<file path="src/rtl/console_fs_gen_pkg.sv">
// ============================================================================
// console_pkg : shared types and rate-table helpers for the fs strobe generator
// Revision    : 1.0  initial release
// ============================================================================
`default_nettype none

package console_pkg;

    localparam int         FREQ_W       = 4;
    localparam logic [3:0] RATE_DEFAULT = 4'd1;

    typedef enum logic [1:0] {
        ST_IDLE = 2'd0,
        ST_WAIT = 2'd1,
        ST_WORK = 2'd2,
        ST_DONE = 2'd3
    } state_t;

    // Code k runs at base_rate << (k-1)
    function automatic int fs_divisor(input int clk_freq, input int base_rate, input int code);
        return clk_freq / (base_rate << (code - 1));
    endfunction

    function automatic logic [3:0] rate_map(input logic [3:0] code, input int num_rates);
        if (code == 4'd0 || int'(code) > num_rates) begin
            return RATE_DEFAULT;
        end
        return code;
    endfunction

endpackage

`default_nettype wire

</file>
<file path="src/rtl/console_fs_gen_if.sv">
// ============================================================================
// console_fs_gen_if : control/acquisition-side signal bundle of console_fs_gen
// Revision          : 1.0  initial release
// ============================================================================
`default_nettype none

interface console_fs_gen_if #(
    parameter int ERR_W = 8
);
    logic [console_pkg::FREQ_W-1:0] freq_samp;
    logic                           fs_en;
    logic                           fd;
    logic                           fs;
    logic                           miss;
    logic [ERR_W-1:0]               miss_cnt;
    logic [console_pkg::FREQ_W-1:0] rate_cur;
    logic                           busy;

    modport slave (
        input  freq_samp, fs_en, fd,
        output fs, miss, miss_cnt, rate_cur, busy
    );

    modport master (
        output freq_samp, fs_en, fd,
        input  fs, miss, miss_cnt, rate_cur, busy
    );
endinterface

`default_nettype wire

</file>
<file path="src/rtl/console_fs_gen_period_cnt.sv">
// ============================================================================
// console_period_cnt : free-running period counter, divisor reloaded on wrap
// Revision           : 1.0  initial release
// ============================================================================
`default_nettype none

module console_period_cnt #(
    parameter int               CNT_W   = 16,
    parameter logic [CNT_W-1:0] DIV_RST = '1
) (
    input  wire logic             clk,
    input  wire logic             rst,
    input  wire logic             i_clear,
    input  wire logic             i_run,
    input  wire logic             i_track,
    input  wire logic [CNT_W-1:0] i_div_next,
    output logic                  o_wrap
);

    logic [CNT_W-1:0] r_cnt;
    logic [CNT_W-1:0] r_div;
    logic             w_wrap;

    assign w_wrap = i_run && (r_cnt == r_div - 1'b1);
    assign o_wrap = w_wrap;

    always_ff @(posedge clk or posedge rst) begin
        if (rst) begin
            r_cnt <= '0;
            r_div <= DIV_RST;
        end else begin
            if (i_clear) begin
                r_cnt <= '0;
            end else if (i_run) begin
                r_cnt <= w_wrap ? '0 : r_cnt + 1'b1;
            end
            // Reloading only on wrap keeps every period whole across rate changes
            if (i_track || w_wrap) begin
                r_div <= i_div_next;
            end
        end
    end

endmodule

`default_nettype wire

</file>
<file path="src/rtl/console_fs_gen.sv">
// ============================================================================
// console_fs_gen : periodic fs request with fd handshake, ack timeout and
//                  saturating missed-sample accounting
// Revision       : 1.0  initial release
// ============================================================================
`default_nettype none

module console_fs_gen
    import console_pkg::*;
#(
    parameter int CLK_FREQ    = 50_000_000,
    parameter int BASE_RATE   = 1_000,
    parameter int NUM_RATES   = 5,
    parameter int CNT_W       = 16,
    parameter int ACK_TIMEOUT = 128,
    parameter int ERR_W       = 8
) (
    input  wire logic        clk,
    input  wire logic        rst,
    console_fs_gen_if.slave  bus
);

    localparam int               ACK_W      = $clog2(ACK_TIMEOUT + 1);
    localparam logic [ACK_W-1:0] c_ack_last = ACK_W'(ACK_TIMEOUT - 1);
    localparam logic [CNT_W-1:0] c_div_rst  = CNT_W'(fs_divisor(CLK_FREQ, BASE_RATE, 1));

    state_t            r_state;
    logic              r_fs;
    logic              r_busy;
    logic              r_miss;
    logic [ERR_W-1:0]  r_miss_cnt;
    logic [ACK_W-1:0]  r_ack;
    logic [FREQ_W-1:0] r_rate;

    logic [FREQ_W-1:0] w_code_req;
    logic [CNT_W-1:0]  w_div_tab [16];
    logic [CNT_W-1:0]  w_div_next;
    logic              w_clear;
    logic              w_run;
    logic              w_track;
    logic              w_wrap;

    for (genvar k = 0; k < 16; k++) begin : g_div_tab
        assign w_div_tab[k] = CNT_W'(fs_divisor(CLK_FREQ, BASE_RATE,
                                                int'(rate_map(4'(k), NUM_RATES))));
    end

    for (genvar k = 1; k <= NUM_RATES; k++) begin : g_div_chk
        if (fs_divisor(CLK_FREQ, BASE_RATE, k) >= (1 << CNT_W)) begin : g_too_big
            $error("console_fs_gen: divisor for code %0d does not fit CNT_W", k);
        end
        if (fs_divisor(CLK_FREQ, BASE_RATE, k) <= ACK_TIMEOUT + 2) begin : g_too_small
            $error("console_fs_gen: divisor for code %0d not above ACK_TIMEOUT+2", k);
        end
    end

    assign w_code_req = rate_map(bus.freq_samp, NUM_RATES);
    assign w_div_next = w_div_tab[w_code_req];
    assign w_clear    = (r_state == ST_IDLE) || (r_state == ST_WAIT);
    assign w_track    = (r_state == ST_WAIT);
    assign w_run      = (r_state == ST_WORK) || (r_state == ST_DONE);

    console_period_cnt #(
        .CNT_W   (CNT_W),
        .DIV_RST (c_div_rst)
    ) u_period_cnt (
        .clk        (clk),
        .rst        (rst),
        .i_clear    (w_clear),
        .i_run      (w_run),
        .i_track    (w_track),
        .i_div_next (w_div_next),
        .o_wrap     (w_wrap)
    );

    always_ff @(posedge clk or posedge rst) begin
        if (rst) begin
            r_state    <= ST_IDLE;
            r_fs       <= 1'b0;
            r_busy     <= 1'b0;
            r_miss     <= 1'b0;
            r_miss_cnt <= '0;
            r_ack      <= '0;
            r_rate     <= RATE_DEFAULT;
        end else begin
            r_miss <= 1'b0;
            if (w_track || w_wrap) begin
                r_rate <= w_code_req;
            end
            case (r_state)
                ST_IDLE: begin
                    r_state <= ST_WAIT;
                end
                ST_WAIT: begin
                    if (bus.fs_en) begin
                        r_state <= ST_WORK;
                        r_busy  <= 1'b1;
                    end
                end
                ST_WORK: begin
                    if (!bus.fs_en) begin
                        r_state <= ST_WAIT;
                        r_busy  <= 1'b0;
                    end else if (w_wrap) begin
                        r_state <= ST_DONE;
                        r_fs    <= 1'b1;
                        r_ack   <= '0;
                    end
                end
                ST_DONE: begin
                    r_ack <= r_ack + 1'b1;
                    // fd takes priority over a timeout landing in the same cycle
                    if (bus.fd) begin
                        r_state <= ST_WORK;
                        r_fs    <= 1'b0;
                    end else if (r_ack == c_ack_last) begin
                        r_state <= ST_WORK;
                        r_fs    <= 1'b0;
                        r_miss  <= 1'b1;
                        if (r_miss_cnt != '1) begin
                            r_miss_cnt <= r_miss_cnt + 1'b1;
                        end
                    end
                end
                default: begin
                    r_state <= ST_IDLE;
                end
            endcase
        end
    end

    assign bus.fs       = r_fs;
    assign bus.busy     = r_busy;
    assign bus.miss     = r_miss;
    assign bus.miss_cnt = r_miss_cnt;
    assign bus.rate_cur = r_rate;

endmodule

`default_nettype wire
</file>
<file path="src/flat_wrapper.sv">
// flat-port wrapper written by rule: the top's interface ports become plain ports
module console_fs_gen_flat import console_pkg::*;
#(
    parameter int CLK_FREQ    = 50_000_000,
    parameter int BASE_RATE   = 1_000,
    parameter int NUM_RATES   = 5,
    parameter int CNT_W       = 16,
    parameter int ACK_TIMEOUT = 128,
    parameter int ERR_W       = 8
)
  (clk, rst, bus_freq_samp, bus_fs_en, bus_fd, bus_fs, bus_miss, bus_miss_cnt, bus_rate_cur, bus_busy);
  console_fs_gen_if #(.ERR_W(ERR_W)) bus_i ();
  input  wire logic clk;
  input  wire logic rst;
  input wire logic [$bits(bus_i.freq_samp)-1:0] bus_freq_samp;
  input wire logic [$bits(bus_i.fs_en)-1:0] bus_fs_en;
  input wire logic [$bits(bus_i.fd)-1:0] bus_fd;
  output wire logic [$bits(bus_i.fs)-1:0] bus_fs;
  output wire logic [$bits(bus_i.miss)-1:0] bus_miss;
  output wire logic [$bits(bus_i.miss_cnt)-1:0] bus_miss_cnt;
  output wire logic [$bits(bus_i.rate_cur)-1:0] bus_rate_cur;
  output wire logic [$bits(bus_i.busy)-1:0] bus_busy;
  assign bus_i.freq_samp = bus_freq_samp;
  assign bus_i.fs_en = bus_fs_en;
  assign bus_i.fd = bus_fd;
  assign bus_fs = bus_i.fs;
  assign bus_miss = bus_i.miss;
  assign bus_miss_cnt = bus_i.miss_cnt;
  assign bus_rate_cur = bus_i.rate_cur;
  assign bus_busy = bus_i.busy;
  console_fs_gen #(.CLK_FREQ(CLK_FREQ), .BASE_RATE(BASE_RATE), .NUM_RATES(NUM_RATES), .CNT_W(CNT_W), .ACK_TIMEOUT(ACK_TIMEOUT), .ERR_W(ERR_W)) u_core (.clk(clk), .rst(rst), .bus(bus_i));
endmodule
</file>
<file path="config.mk">
export PLATFORM = sky130hd
export DESIGN_NAME = console_fs_gen_flat
export DESIGN_NICKNAME = d
export VERILOG_FILES = /design/src/rtl/console_fs_gen_pkg.sv /design/src/rtl/console_fs_gen_if.sv /design/src/rtl/console_fs_gen_period_cnt.sv /design/src/rtl/console_fs_gen.sv /design/src/flat_wrapper.sv
export SDC_FILE = /design/constraint.sdc
export NUM_CORES = 1
export LEC_CHECK = 0
export CAP_MARGIN = 0
export CORE_ASPECT_RATIO = 1.4
export CORE_UTILIZATION = 40
export DETAILED_ROUTE_END_ITERATION = 8
export PLACE_DENSITY = 0.62
export SLEW_MARGIN = 20
export SYNTH_ARGS = -nofsm -noshare
export SYNTH_HDL_FRONTEND = slang
export SYNTH_SLANG_ARGS = --single-unit
</file>
<file path="constraint.sdc">
create_clock -name clk -period 4.4 [get_ports clk]
set_clock_uncertainty 0.1 [all_clocks]
set_input_delay 0.44 -clock clk [delete_from_list [all_inputs] [get_ports clk]]
set_output_delay 0.44 -clock clk [all_outputs]
set_load 0.01 [all_outputs]
</file>
==> out/results.tsv <==
stage	metric	value	unit
outcome	status	finished, final reports clean	
power	p_leak	1.43	nW
final_layout	final_cells	418	
synth	yosysSeqAreaShare	44.5	%
setup_path	required	4.47	ns
synth	synth_top_cell_by_area	dfrtp_1	
setup_path	critPathLaunchType	flip-flop	
floorplan	die_width	75.1	microns
final_layout	area_growth	12.9	%
global_route	grt_max_degree	45	
timing	timing.fmax	285	MHz
routing	drt_iter0_markers	139	
routing	vias	2120	
timing	rsz0062_at_grt	no	
setup_path	critPathKind	reg2reg	
timing	setup_violations	0	
synth	synth_top_area_share	40.1	%
cts	h-tree-depth	2	
placed_design	placed_cell_area	3290	sq um
synth	yosys_warnings	0	
power	power	1.76	mW
synth	synth_nets	313	
cts	root_buffer	clkbuf_8	
timing	drv_slew	0	
synth	synth-edff-count	0	
cts	clockBufferDepth	2	
cts	tritoncts	built	
setup_path	cp.arrival	3.57	ns
synth	synth.distinct_cells	55	
final_layout	fin_util	46.2	%
routing	drt_wl_total	5550	microns
hold_path	hp-class	in2async	
global_route	grt_usage	16.1	%
setup_path	cp-end-kind	flip-flop	
routing	ant_nets	0	
cts	clock_sinks	53	
synth	ys_top_cells_by_count	dfrtp_1 (48), nor2_1 (34), xnor2_1 (26)	
synth	syn_area	2990	sq um
power	ir_worst_vdd	0.000281	V
timing	finalCritPeriodShare	79.7	%
synth	ys_dominant_reg_cell	dfrtp_1	
global_route	grt_pass1_wl	9710	microns
synth	async_reset_ff_share	100	%
synth	ys_ff_latch	53	
power	p_per_area	522	nW/um^2
global_route	grt_pass1_vias	2098	
floorplan	dieArea	7840	sq um
cts	cts_buffers	5	
placed_design	dp_hpwl	4050	microns
global_route	antenna_found_initial	0	
timing	finalHoldViolCount	0	
final_layout	nets	334	
routing	vias_per_cell	5.07	
global_route	grt_overflow_total	0	
routing	drt-pass1-iter-count	4	
cts	hold_buffers	0	
cts	cts_setup_buffers	0	
cts	cts.clk_slew.worst_paths	0.10	ns
routing	drc	0	
synth	syn_inst	299	
placed_design	gp_congestion	0.807	
synth	ys_top_cells_by_area	dfrtp_1 (40%), xnor2_1 (7.6%), xor2_1 (5.3%), mux2_1 (4.5%), dfstp_2 (4.4%)	
synth	synth.most_common_cell	dfrtp_1	
floorplan	die_h	104	microns
final_layout	drive_gt1_share	7.48	%
timing	relSlewSlack	50.8	%
final_layout	fin_area	3380	sq um
final_layout	diodes	0	
routing	wire_per_inst	13.3	microns
run	maxCapViolations	0	
placed_design	io_buffers	22	
cts	worstSkewPairLatency	0.31	ns
final_layout	n_fill_cell	756	
floorplan	initial_utilization	40.9	%
synth	syn_avg_cell_area	10.0	sq um
cts	cts-resized-gates	0	
floorplan	io_pins	23	
placed_design	place_inst	410	
setup_path	critical_path.max_fanout	16	
timing	tns	0	ns
timing	period_needed	3.51	ns
floorplan	rows	37	
timing	worst_slew_pin_slew	0.737	ns
floorplan	fp.coreArea	7310	sq um
-- metal layers --
| layer | share of wire [%] | global-route usage [%] | vias to the layer above |
|---|---|---|---|
| li1 | - | - | 1075 |
| met1 | 45 | 19.7 | 1014 |
| met2 | 51 | 27.2 | 23 |
| met3 | 2.1 | 3.29 | 8 |
| met4 | 1.6 | 5.80 | 0 |
| met5 | 0 | 0 | - |
-- through the flow --
step	hold slack (ns)	worst slack, ns
4_1_cts	0.238	0.895
3_5_place_dp	0.379	0.912
3_3_place_gp	0.370	1.07
5_1_grt	0.244	0.570
2_1_floorplan	0.385	1.29
6_report	0.235	0.892
-- final cells by class --
type / count / area, sq um / share of cell area, %
multi-input cells: 223 / 1560 / 46.0
flip-flops and latches: 53 / 1330 / 39.4
repair buffers: 23 / 228 / 6.74
well taps: 97 / 121 / 3.59
clock buffers: 5 / 68.8 / 2.04
inverters: 14 / 52.6 / 1.55
clock inverters: 3 / 22.5 / 0.666
-- registers in the layout (all words and copies together) (netlist names) --
| register | flops |
|---|---|
| u_core.bus.busy | 1 |
| u_core.bus.fs | 1 |
| u_core.bus.miss | 1 |
| u_core.bus.miss_cnt | 8 |
| u_core.bus.rate_cur | 4 |
| u_core.r_ack | 8 |
| u_core.r_state | 2 |
| u_core.u_period_cnt.r_cnt | 16 |
| u_core.u_period_cnt.r_div | 12 |
-- logic make-up (layout without fill, tap and decap cells) --
kind of cell	count (synthesis)	count (layout)	synth area share, %
compound gates	33	33	7.81
fa+ha+maj	6	6	2.51
buf+inv	23	45	3.55
flops	53	53	44.5
mux	19	19	7.06
simple gates	121	121	21.7
xor+xnor	44	44	12.9
-- cell usage in the layout, fill, tap and decap left out, types with 8 or more instances in the layout --
cell,n
dfrtp_1,48
nor2_1,34
xnor2_1,26
clkdlybuf4s50_1,22
nand2_1,20
xor2_1,18
nand3_1,16
inv_1,13
and3_1,12
mux2_1,12
o21ai_0,8
-- where the power goes --
part	internal, mW	total [mW]	switching [mW]
Combinational	0.323	0.662	0.340
Sequential	0.630	0.824	0.194
Clock	0.112	0.278	0.166
-- worst paths after layout --
path                                          startpoint                             to  slack [ns]  depth (start not counted)
hold reg to reg                   u_core.bus.miss_cnt[4]         u_core.bus.miss_cnt[4]        0.39                          1
max in group asynchronous                            rst   u_core.u_period_cnt.r_div[4]        3.16                          3
setup reg to reg           u_core.u_period_cnt.r_div[10]  u_core.u_period_cnt.r_cnt[13]        0.89                          9
setup / recovery           u_core.u_period_cnt.r_div[10]  u_core.u_period_cnt.r_cnt[13]        0.89                          9
min in group clk                  u_core.bus.miss_cnt[4]         u_core.bus.miss_cnt[4]        0.39                          1
hold / removal                                       rst         u_core.bus.miss_cnt[3]        0.23                          2
-- critical path, stage by stage, from the launching register on --
cell and delay [ns]:
dfrtp_1 0.50, inv_1 0.16, ha_1 0.20, nor2b_1 0.38, nand3_1 0.26, o41ai_1 0.37
nand3_1 0.13, or4_4 0.52, o21ai_2 0.62, nor2_1 0.12
Note: power is estimated with default switching activity, not from simulation.
